===== config.mk =====
export PLATFORM = sky130hd
export DESIGN_NAME = icache_ctrl_flat
export DESIGN_NICKNAME = d
export VERILOG_FILES = /design/src/rtl/icache_if.sv /design/src/rtl/icache_ctrl.sv /design/src/flat_wrapper.sv
export SDC_FILE = /design/constraint.sdc
export NUM_CORES = 1
export LEC_CHECK = 0
export ABC_AREA = 0
export CORE_ASPECT_RATIO = 0.9
export CORE_MARGIN = 4
export CORE_UTILIZATION = 25
export DETAILED_ROUTE_END_ITERATION = 8
export GPL_TIMING_DRIVEN = 0
export PLACE_DENSITY = 0.63
export SLEW_MARGIN = 20
export SYNTH_ARGS = -nofsm -noshare
export SYNTH_HDL_FRONTEND = slang
export SYNTH_SLANG_ARGS = --single-unit

===== constraint.sdc =====
create_clock -name clk -period 3.11 [get_ports clk]
set_input_delay 0.933 -clock clk [delete_from_list [all_inputs] [get_ports clk]]
set_output_delay 0.933 -clock clk [all_outputs]
set_load 0.02 [all_outputs]

===== src/rtl/icache_if.sv =====
// icache_if
// Groups every bus around the instruction-cache controller: the IF-stage
// fetch handshake, the tag-store port, the data-RAM port and the line-refill
// read channel of the memory bus.
//   master : controller side (icache_ctrl)
//   slave  : surroundings (IF stage, tag store, data RAM, memory bus)
interface icache_if;
  // fetch handshake
  logic        cpu_req;
  logic [31:0] cpu_addr;
  logic        cpu_addr_ok;
  logic        cpu_data_ok;
  logic [31:0] cpu_rdata;
  // tag store
  logic [31:0] tag_addr;
  logic        tag_wen;
  logic [20:0] tag_wdata;
  logic        tag_hit;
  logic        tag_valid;
  logic        tag_work;
  // data RAM
  logic [9:0]  data_addr;
  logic        data_wen;
  logic [31:0] data_wdata;
  logic [31:0] data_rdata;
  // refill read channel
  logic        mem_rd_req;
  logic [31:0] mem_rd_addr;
  logic        mem_rd_ack;
  logic        mem_rd_valid;
  logic [31:0] mem_rd_data;

  modport master (
    input  cpu_req, cpu_addr, tag_hit, tag_valid, tag_work, data_rdata,
           mem_rd_ack, mem_rd_valid, mem_rd_data,
    output cpu_addr_ok, cpu_data_ok, cpu_rdata, tag_addr, tag_wen, tag_wdata,
           data_addr, data_wen, data_wdata, mem_rd_req, mem_rd_addr
  );

  modport slave (
    output cpu_req, cpu_addr, tag_hit, tag_valid, tag_work, data_rdata,
           mem_rd_ack, mem_rd_valid, mem_rd_data,
    input  cpu_addr_ok, cpu_data_ok, cpu_rdata, tag_addr, tag_wen, tag_wdata,
           data_addr, data_wen, data_wdata, mem_rd_req, mem_rd_addr
  );
endinterface


===== src/rtl/icache_ctrl.sv =====
// icache_ctrl
// Direct-mapped instruction-cache controller (128 sets x 8 words).
// Address split: tag = addr[31:12], index = addr[11:5], word = addr[4:2].
// Ports:
//   clk  - clock
//   rst  - asynchronous active-high reset
//   bus  - icache_if.master: fetch handshake, tag-store port, data-RAM port
//          and refill read channel
//
// state    | meaning
// ---------+-----------------------------------------------------------
// INIT     | waiting for the tag store to finish its reset sweep
// IDLE     | presenting cpu_addr to tag store / data RAM, accepting
// LOOKUP   | tag/data for req_addr available; hit answers, miss refills
// MISS_REQ | requesting the line from memory until acked
// REFILL   | writing the 8 returned beats, tag written on the last one
// RESP     | returning the captured critical word
module icache_ctrl (
  input logic      clk,
  input logic      rst,
  icache_if.master bus
);
  localparam int LINE_WORDS = 8;
  localparam int INDEX_W    = 7;
  localparam logic [2:0] LAST_BEAT = 3'(LINE_WORDS - 1);

  typedef enum logic [2:0] {
    S_INIT,
    S_IDLE,
    S_LOOKUP,
    S_MISS_REQ,
    S_REFILL,
    S_RESP
  } state_t;

  state_t              state;
  logic [31:0]         req_addr;
  logic [2:0]          cnt;
  logic [31:0]         crit_word;
  logic [INDEX_W-1:0]  req_index;
  logic                hit;
  logic                beat;

  assign req_index = req_addr[11:5];
  // tag_hit/tag_valid are only meaningful in LOOKUP, one cycle after the
  // address was presented.
  assign hit  = bus.tag_hit && bus.tag_valid;
  assign beat = (state == S_REFILL) && bus.mem_rd_valid;

  always_ff @(posedge clk or posedge rst) begin
    if (rst) begin
      state     <= S_INIT;
      req_addr  <= 32'd0;
      cnt       <= 3'd0;
      crit_word <= 32'd0;
    end else begin
      case (state)
        S_INIT: begin
          if (bus.tag_work) state <= S_IDLE;
        end
        S_IDLE: begin
          if (bus.cpu_req) begin
            req_addr <= bus.cpu_addr;
            state    <= S_LOOKUP;
          end
        end
        S_LOOKUP: begin
          if (hit) begin
            // a new request accepted alongside the hit keeps the pipe full
            if (bus.cpu_req) req_addr <= bus.cpu_addr;
            else             state    <= S_IDLE;
          end else begin
            state <= S_MISS_REQ;
          end
        end
        S_MISS_REQ: begin
          if (bus.mem_rd_ack) begin
            cnt   <= 3'd0;
            state <= S_REFILL;
          end
        end
        S_REFILL: begin
          if (bus.mem_rd_valid) begin
            cnt <= cnt + 3'd1;
            if (cnt == req_addr[4:2]) crit_word <= bus.mem_rd_data;
            if (cnt == LAST_BEAT)     state     <= S_RESP;
          end
        end
        S_RESP: begin
          state <= S_IDLE;
        end
        default: state <= S_INIT;
      endcase
    end
  end

  // Outputs decode from the registered state; the accept/hit path and the
  // refill write strobe must react in the same cycle as their inputs.
  always_comb begin
    bus.cpu_addr_ok = 1'b0;
    bus.cpu_data_ok = 1'b0;
    bus.cpu_rdata   = 32'd0;
    bus.tag_addr    = 32'd0;
    bus.tag_wen     = 1'b0;
    bus.tag_wdata   = 21'd0;
    bus.data_addr   = 10'd0;
    bus.data_wen    = 1'b0;
    bus.data_wdata  = 32'd0;
    bus.mem_rd_req  = 1'b0;
    bus.mem_rd_addr = 32'd0;
    case (state)
      S_IDLE: begin
        bus.cpu_addr_ok = bus.cpu_req;
        bus.tag_addr    = bus.cpu_addr;
        bus.data_addr   = bus.cpu_addr[11:2];
      end
      S_LOOKUP: begin
        if (hit) begin
          bus.cpu_data_ok = 1'b1;
          bus.cpu_rdata   = bus.data_rdata;
          bus.cpu_addr_ok = bus.cpu_req;
          bus.tag_addr    = bus.cpu_addr;
          bus.data_addr   = bus.cpu_addr[11:2];
        end else begin
          bus.tag_addr  = req_addr;
          bus.data_addr = req_addr[11:2];
        end
      end
      S_MISS_REQ: begin
        bus.mem_rd_req  = 1'b1;
        bus.mem_rd_addr = {req_addr[31:5], 5'b0};
        bus.tag_addr    = req_addr;
        bus.data_addr   = req_addr[11:2];
      end
      S_REFILL: begin
        bus.tag_addr  = req_addr;
        bus.data_addr = {req_index, cnt};
        if (beat) begin
          bus.data_wen   = 1'b1;
          bus.data_wdata = bus.mem_rd_data;
          // tag goes valid only with the final beat, so an abandoned refill
          // never exposes a partial line
          if (cnt == LAST_BEAT) begin
            bus.tag_wen   = 1'b1;
            bus.tag_wdata = {1'b1, req_addr[31:12]};
          end
        end
      end
      S_RESP: begin
        bus.cpu_data_ok = 1'b1;
        bus.cpu_rdata   = crit_word;
        bus.tag_addr    = req_addr;
        bus.data_addr   = req_addr[11:2];
      end
      default: ;
    endcase
  end
endmodule

===== src/flat_wrapper.sv =====
// flat-port wrapper written by rule: the top's interface ports become plain ports
module icache_ctrl_flat 
  (clk, rst, bus_cpu_req, bus_cpu_addr, bus_tag_hit, bus_tag_valid, bus_tag_work, bus_data_rdata, bus_mem_rd_ack, bus_mem_rd_valid, bus_mem_rd_data, bus_cpu_addr_ok, bus_cpu_data_ok, bus_cpu_rdata, bus_tag_addr, bus_tag_wen, bus_tag_wdata, bus_data_addr, bus_data_wen, bus_data_wdata, bus_mem_rd_req, bus_mem_rd_addr);
  icache_if bus_i ();
  input logic clk;
  input logic rst;
  input wire logic [$bits(bus_i.cpu_req)-1:0] bus_cpu_req;
  input wire logic [$bits(bus_i.cpu_addr)-1:0] bus_cpu_addr;
  input wire logic [$bits(bus_i.tag_hit)-1:0] bus_tag_hit;
  input wire logic [$bits(bus_i.tag_valid)-1:0] bus_tag_valid;
  input wire logic [$bits(bus_i.tag_work)-1:0] bus_tag_work;
  input wire logic [$bits(bus_i.data_rdata)-1:0] bus_data_rdata;
  input wire logic [$bits(bus_i.mem_rd_ack)-1:0] bus_mem_rd_ack;
  input wire logic [$bits(bus_i.mem_rd_valid)-1:0] bus_mem_rd_valid;
  input wire logic [$bits(bus_i.mem_rd_data)-1:0] bus_mem_rd_data;
  output wire logic [$bits(bus_i.cpu_addr_ok)-1:0] bus_cpu_addr_ok;
  output wire logic [$bits(bus_i.cpu_data_ok)-1:0] bus_cpu_data_ok;
  output wire logic [$bits(bus_i.cpu_rdata)-1:0] bus_cpu_rdata;
  output wire logic [$bits(bus_i.tag_addr)-1:0] bus_tag_addr;
  output wire logic [$bits(bus_i.tag_wen)-1:0] bus_tag_wen;
  output wire logic [$bits(bus_i.tag_wdata)-1:0] bus_tag_wdata;
  output wire logic [$bits(bus_i.data_addr)-1:0] bus_data_addr;
  output wire logic [$bits(bus_i.data_wen)-1:0] bus_data_wen;
  output wire logic [$bits(bus_i.data_wdata)-1:0] bus_data_wdata;
  output wire logic [$bits(bus_i.mem_rd_req)-1:0] bus_mem_rd_req;
  output wire logic [$bits(bus_i.mem_rd_addr)-1:0] bus_mem_rd_addr;
  assign bus_i.cpu_req = bus_cpu_req;
  assign bus_i.cpu_addr = bus_cpu_addr;
  assign bus_i.tag_hit = bus_tag_hit;
  assign bus_i.tag_valid = bus_tag_valid;
  assign bus_i.tag_work = bus_tag_work;
  assign bus_i.data_rdata = bus_data_rdata;
  assign bus_i.mem_rd_ack = bus_mem_rd_ack;
  assign bus_i.mem_rd_valid = bus_mem_rd_valid;
  assign bus_i.mem_rd_data = bus_mem_rd_data;
  assign bus_cpu_addr_ok = bus_i.cpu_addr_ok;
  assign bus_cpu_data_ok = bus_i.cpu_data_ok;
  assign bus_cpu_rdata = bus_i.cpu_rdata;
  assign bus_tag_addr = bus_i.tag_addr;
  assign bus_tag_wen = bus_i.tag_wen;
  assign bus_tag_wdata = bus_i.tag_wdata;
  assign bus_data_addr = bus_i.data_addr;
  assign bus_data_wen = bus_i.data_wen;
  assign bus_data_wdata = bus_i.data_wdata;
  assign bus_mem_rd_req = bus_i.mem_rd_req;
  assign bus_mem_rd_addr = bus_i.mem_rd_addr;
  icache_ctrl u_core (.clk(clk), .rst(rst), .bus(bus_i));
endmodule

==> impl_metrics.csv, run 1 <==
group,metric,value,unit
power,power.total,6.745,mW
route,route.detailed.drc,0,
yosys,synth_cell_type_count,35,
clock_network,cts_buffers,9,
outcome,status,"completed",
route,vias,4350,
critical_path,end_kind,"output port",
clock_network,clkTransAtPathRegs,0.06,ns
power,cellInternalPower,3.902,mW
route,wirelength,18.14,mm
yosys,synthFlopType,"dfrtp_1",
global_routing,grt_usage,0.1793,
power,powerDensity,871.3,nW/um^2
sta,slew_violations,0,
sta,finalCritPeriodShare,0.9776,
cells_and_area,multi_input_area,2392,um^2
sta,hold_viol,0,
placement,dp_hpwl,13.91,mm
cells_and_area,final_nets,784,
critical_path,startpoint_type,"input port",
yosys,avgSynthCellArea,11.34,um^2
global_routing,grtUsageMet2,0.3233,
clock_network,cts_buffer_depth,2,
die,die_area,19740,um^2
die,row_count,45,
clock_network,clock-sinks,70,
global_routing,grtUsageMet1,0.1956,
critical_path,crit_fanout,5,
flow_run,maxCapViolCount,0,
route,wl_per_cell,19.74,um
cells_and_area,final_cells,919,
global_routing,grt_max_degree,39,
sta,skew,0.004954,ns
yosys,synth-edff-count,0,
global_routing,grt_pass1_vias,4788,
yosys,ys_warn_count,0,
clock_network,cts_hold_buf,0,
route,via_per_inst,4.733,
power,sw_frac_of_total,0.4215,
placement,port_buffers,262,
global_routing,grt_pass1_wl,27.74,mm
yosys,synthesis.area,4389,um^2
cells_and_area,n_fill_cell,1659,
sta,rsz0062_at_grt,"true",
die,dieWidth,147.7,um
global_routing,busiest_layer,"met2",
cells_and_area,seqCellArea,1752,um^2
route,dr.first_iter.drc_count,95,
yosys,synth_async_sr_flop_share,1.000,
critical_path,critPathArrivalTime,2.11,ns
global_routing,grt_antenna_before_repair,1,
placement,dp.cells,889,
route,ant_nets,0,
global_routing,use_met3,0.07483,
power,power.share.sequential,0.224,
power,leakage,4.084,nW
clock_network,ctsHtreeMaxLevel,3,
cells_and_area,layout-drive-gt1-share,0.3206,
clock_network,cts_root_buf,"clkbuf_16",
worst_hold_path,min_path_type,"register to register",
cells_and_area,syn_to_final_growth,76.37,%
die,coreArea,17060,um^2
power,p_comb_frac,0.586,
global_routing,grt-ovfl-total,0,
die,num_io_pins,268,
yosys,ys_seq_elements,70,
sta,fin_crit,3.040,ns
power,pwr-share-clk,0.190,
critical_path,cp.required,2.18,ns
critical_path,critPathKind,"input port to output port",
sta,fmax,0.3289,GHz
power,irDropWorstVdd,597.3,uV
clock_network,clock_latency,0.34,ns
cells_and_area,finish.utilization,0.4538,
sta,finalSetupViolations,0,
power,power_switching,2.843,mW
route,firstDrtPassIters,4,
placement,gp_congestion,0.8568,
clock_network,cts_tree,"yes",
die,die_h,133.7,um
die,start_util,0.2573,
yosys,seq_area_frac_synth,0.3991,
yosys,syn_inst,387,
==> cells in the final DEF, fill, tap and decap left out, drive strengths merged, types with 3 or more instances in the layout <==
cell type,n
dfrtp,70
a21oi,3
conb,5
and3,60
bufinv,4
clkbuf,31
inv,4
a22o,73
clkdlybuf4s15,44
mux2,67
o21ai,6
a22oi,4
and2,24
dlygate4sd2,56
buf,94
clkdlybuf4s50,103
xnor2,3
nand2b,4
dlymetal6s2s,5
==> synth_stat cells (2+ instances only) <==
cell type | instances | area (um^2)
a21oi_1 | 2 | 10.01
a22o_1 | 73 | 639.4
a22oi_1 | 4 | 30.03
and2_1 | 24 | 150.1
and3_1 | 60 | 375.4
buf_2 | 7 | 35.03
buf_4 | 8 | 60.06
buf_6 | 8 | 90.09
clkbuf_1 | 23 | 86.33
dfrtp_1 | 70 | 1752
ha_1 | 2 | 25.02
inv_1 | 4 | 15.01
mux2_1 | 32 | 360.4
mux2_2 | 8 | 90.09
mux2_4 | 27 | 405.4
nand2_1 | 2 | 7.510
nand2b_1 | 4 | 25.02
nand3_1 | 2 | 10.01
nand3b_1 | 2 | 15.01
nor2_1 | 2 | 7.510
nor2b_1 | 2 | 12.51
o21ai_0 | 6 | 30.03
xnor2_1 | 3 | 26.28
==> power groups by stage <==
stage | combinational (mW) | clock (mW) | sequential, mW
after floorplan | 2.32 | 0 | 1.41
after global placement | 4.01 | 0 | 1.50
after detailed placement | 4.06 | 0 | 1.51
after CTS | 4.00 | 1.31 | 1.51
after global routing | 4.25 | 1.35 | 1.55
final | 3.95 | 1.28 | 1.51
==> state kept, by name (all words and copies together) (netlist names) <==
signal and cells:
u_core.crit_word 32, u_core.state 3, u_core.cnt 3, u_core.req_addr 32
==> worst max-delay path, cell delays in order <==
cell and delay [ns]:
buf_2 0.14, nand4b_4 0.12, a21oi_4 0.18, buf_4 0.15, clkbuf_4 0.17, buf_4 0.12, a22o_1 0.14, buf_4 0.14
==> cell families after synthesis <==
group                    count (synthesis)  synth area share
AO/OA/AOI/OAI                           88            0.1688
XOR/XNOR                                 3          0.005987
adder cells (fa/ha/maj)                  2          0.005700
buffers and inverters                   51           0.06613
flip-flops                              70            0.3991
multiplexers                            68            0.1973
other                                    1         0.0008544
AND/OR/NAND/NOR                        104            0.1562
==> through the flow <==
| step | setup TNS, ns | area (um^2) | worst slack (ns) | hold slack [ns] |
|---|---|---|---|---|
| after floorplan | 0 | 4404 | 0.2171 | 0.4590 |
| after global placement | -184.12 | 7321 | -1.168 | 0.4723 |
| after detailed placement | -123.57 | 7343 | -1.201 | 0.4781 |
| after CTS | 0 | 7712 | 0.01883 | 0.4914 |
| after global routing | -0.01015 | 7741 | -0.005349 | 0.5228 |
| final | 0 | 7741 | 0.06961 | 0.4881 |
==> final timing paths <==
path	startpoint	end	slack, ns	cells past startpoint
worst max-delay path	bus_tag_hit	bus_tag_addr[12]	0.07	8
worst min-delay path	u_core.req_addr[0]	u_core.req_addr[0]	0.49	1
worst max register to register	u_core.state[0]	u_core.req_addr[19]	1.23	7
worst min register to register	u_core.req_addr[0]	u_core.req_addr[0]	0.49	1
max in group asynchronous	rst	u_core.req_addr[22]	1.58	3
min in group asynchronous	rst	u_core.crit_word[18]	0.95	2
==> area by class of cell <==
| class | count | area share |
|---|---|---|
| clock buffer | 10 | 0.02958 |
| timing repair buffer | 277 | 0.3244 |
| multi-input combinational | 270 | 0.3090 |
| tap | 235 | 0.03798 |
| sequential | 70 | 0.2263 |
| antenna | 1 | 0.0003233 |
| clock inverter | 6 | 0.01729 |
| inverter | 4 | 0.002263 |
| buffer | 46 | 0.05285 |
==> per-layer routing <==
layer	share of wire	routed length [um]
met2	0.49	8920
met4	0.012	225
met1	0.40	7179
met5	0	0
met3	0.10	1811
==> timing repair <==
item / 4_1_cts / 5_1_grt
buffers inserted: 11 / 2
endpoints found under the setup margin: 158 / 44
gates cloned: 1 / 0
pin swaps: 4 / 0
resized for setup: 472 / 8
(Power assumes the default switching activity.)
==> run 2: changes to the inputs <==
- REMOVE_ABC_BUFFERS: default -> 1
==> impl_metrics.csv, run 2 (synthesis gave the netlist of run 1 again) <==
group,metric,value,unit
power,powerDensity,908.9,nW/um^2
route,top_layer,"met4",
sta,hold_viol,0,
power,cellInternalPower,4.165,mW
sta,fmax,0.3240,GHz
die,die_area,19740,um^2
cells_and_area,final_common_cell,"clkdlybuf4s50_1",
global_routing,grt_usage,0.1717,
global_routing,grt_antenna_before_repair,0,
route,firstDrtPassIters,4,
sta,fin_crit,3.087,ns
placement,dp_hpwl,11.84,mm
clock_network,cts_root_buf,"clkbuf_16",
power,p_comb_frac,0.622,
route,wl_per_cell,19.25,um
die,coreArea,17060,um^2
route,via_per_inst,4.755,
global_routing,grt_pass1_wl,26.61,mm
critical_path,worst_path_most_repeated_cell,"clkdlybuf4s50_1",
power,leakage,4.060,nW
power,power_switching,2.917,mW
power,irDropWorstVdd,635.9,uV
power,pwr-share-clk,0.164,
placement,placed_area,7206,um^2
clock_network,cts_buffers,9,
critical_path,ff2ff_path_depth,5,
clock_network,clock_latency,0.33,ns
cells_and_area,layout_common_cells,"clkdlybuf4s50_1, a22o_1, dfrtp_1",
critical_path,worstReg2RegStart,"u_core.state[0]",
worst_hold_path,min_path_type,"register to register",
route,route.detailed.drc,0,
placement,dp.cells,848,
flow_run,maxCapViolCount,0,
route,dr.first_iter.drc_count,168,
cells_and_area,finish.utilization,0.4568,
route,vias,4313,
sta,skew,0.005296,ns
clock_network,cts_hold_buf,0,
die,dieWidth,147.7,um
cells_and_area,final_nets,773,
critical_path,crit_fanout,2,
global_routing,grt_max_degree,38,
worst_hold_path,hp-start,"u_core.req_addr[0]",
cells_and_area,syn_to_final_growth,77.54,%
worst_hold_path,hold_depth,1,
critical_path,r2r_end,"u_core.crit_word[7]",
critical_path,cpPeakStageDelay,0.60,ns
critical_path,critPathArrivalTime,2.15,ns
die,die_h,133.7,um
sta,slew_headroom,0.4317,
outcome,status,"completed",
route,ant_nets,0,
global_routing,grt_pass1_vias,4516,
clock_network,clock-sinks,70,
cells_and_area,final_cells,907,
critical_path,startpoint_type,"input port",
placement,gp_congestion,0.7928,
sta,fin_setup_tns,0,ns
cells_and_area,finalInstanceArea,7792,um^2
die,row_count,45,
global_routing,grt-ovfl-total,0,
sta,rsz0062_at_grt,"false",
worst_hold_path,hold_end,"u_core.req_addr[0]",
sta,finalSetupViolations,0,
cells_and_area,n_fill_cell,1651,
power,sw_frac_of_total,0.4118,
cells_and_area,diodes,0,
critical_path,end_kind,"output port",
sta,slew_violations,0,
die,start_util,0.2573,
critical_path,path_cells,"clkdlybuf4s50_1 -> and3_1 -> clkdlybuf4s50_1",
route,met3_length,1.036,mm
die,num_io_pins,268,
route,wirelength,17.46,mm
sta,worst_pin_slew,0.8525,ns
sta,finalCritPeriodShare,0.9925,
route,wl_met2,8.612,mm
critical_path,worst-path-buf-inv,2,
critical_path,critPathKind,"input port to output port",
critical_path,crit_path_top_delay_cell,"clkdlybuf4s50_1",
clock_network,clkTransAtPathRegs,0.05,ns
critical_path,cp.required,2.18,ns
clock_network,ctsHtreeMaxLevel,3,
route,wl_met1,7.475,mm
critical_path,reg2reg_slack,0.47,ns
clock_network,cts_buffer_depth,2,
critical_path,path_delay_family,"buffers and inverters",
placement,port_buffers,262,
clock_network,cts_tree,"yes",
cells_and_area,layout-drive-gt1-share,0.2932,
power,power.share.sequential,0.215,
cells_and_area,top_regs,"u_core.crit_word: 32 flops, u_core.req_addr: 32 flops",
==> run 2: cell count changes in the layout (fill, tap and decap cells not counted), sizes merged, moves of 2 or more <==
| cell | previous run | this run |
|---|---|---|
| clkbuf | 31 | 18 |
| dlygate4sd2 | 56 | 46 |
| bufinv | 4 | 2 |
| buf | 94 | 89 |
| clkdlybuf4s15 | 44 | 33 |
| clkdlybuf4s50 | 103 | 128 |
| dlymetal6s2s | 5 | 7 |
| a21oi | 3 | 6 |
==> run 2: how the worst max path moves through the flow <==
stage | depth (start not counted) | end | start
2_1_floorplan | 4 | bus_data_addr[3] | bus_tag_hit
3_3_place_gp | 6 | bus_tag_addr[17] | bus_tag_hit
3_5_place_dp | 5 | bus_cpu_addr_ok | bus_tag_valid
4_1_cts | 5 | bus_cpu_addr_ok | bus_tag_hit
5_1_grt | 5 | bus_mem_rd_addr[15] | u_core.state[2]
6_report | 3 | bus_data_wdata[28] | bus_mem_rd_data[28]
==> run 2: layout make-up <==
| cell class | count | area, um^2 | share of cell area |
|---|---|---|---|
| repair buffers | 308 | 2889 | 0.3707 |
| multi-input cells | 274 | 2496 | 0.3203 |
| flip-flops and latches | 70 | 1760 | 0.2259 |
| well taps | 235 | 294.0 | 0.03773 |
| clock buffers | 13 | 270.3 | 0.03468 |
| clock inverters | 3 | 65.06 | 0.008349 |
| inverters | 4 | 17.52 | 0.002248 |
==> run 2: power by group through the flow <==
stage | clock [mW] | combinational, mW | sequential (mW)
6_report | 1.16 | 4.40 | 1.52
3_5_place_dp | 0 | 3.87 | 1.60
2_1_floorplan | 0 | 2.13 | 1.47
3_3_place_gp | 0 | 3.73 | 1.57
5_1_grt | 1.23 | 4.67 | 1.57
4_1_cts | 1.19 | 4.30 | 1.54
==> run 2: per-layer routing <==
layer	GRT usage	vias up
met5	0	-
met4	0.04658	0
met3	0.04388	19
met2	0.2861	156
met1	0.2215	2136
li1	-	2002
==> run 2: stage by stage <==
stage          hold slack [ns]  worst slack, ns  power (mW)
2_1_floorplan           0.4591           -1.463       3.594
3_3_place_gp            0.4717           -3.984       5.292
3_5_place_dp            0.4856           -1.683       5.468
4_1_cts                 0.4988         -0.07219       7.035
5_1_grt                 0.5158         0.004990       7.466
6_report                0.4950          0.02343       7.082
==> run 2: repair_timing <==
item,in CTS,in global routing
gates cloned,5,0
endpoints found under the setup margin,223,89
gates resized for setup,336,30
buffers inserted,25,13
pin swaps,9,6
==> run 2: worst reg2reg max path, cell delays in order (launching register included) <==
cell and delay, ns:
dfrtp_4 0.52, nor3b_4 0.21, buf_4 0.19, and2_1 0.29, nand4_4 0.67, mux2_1 0.63
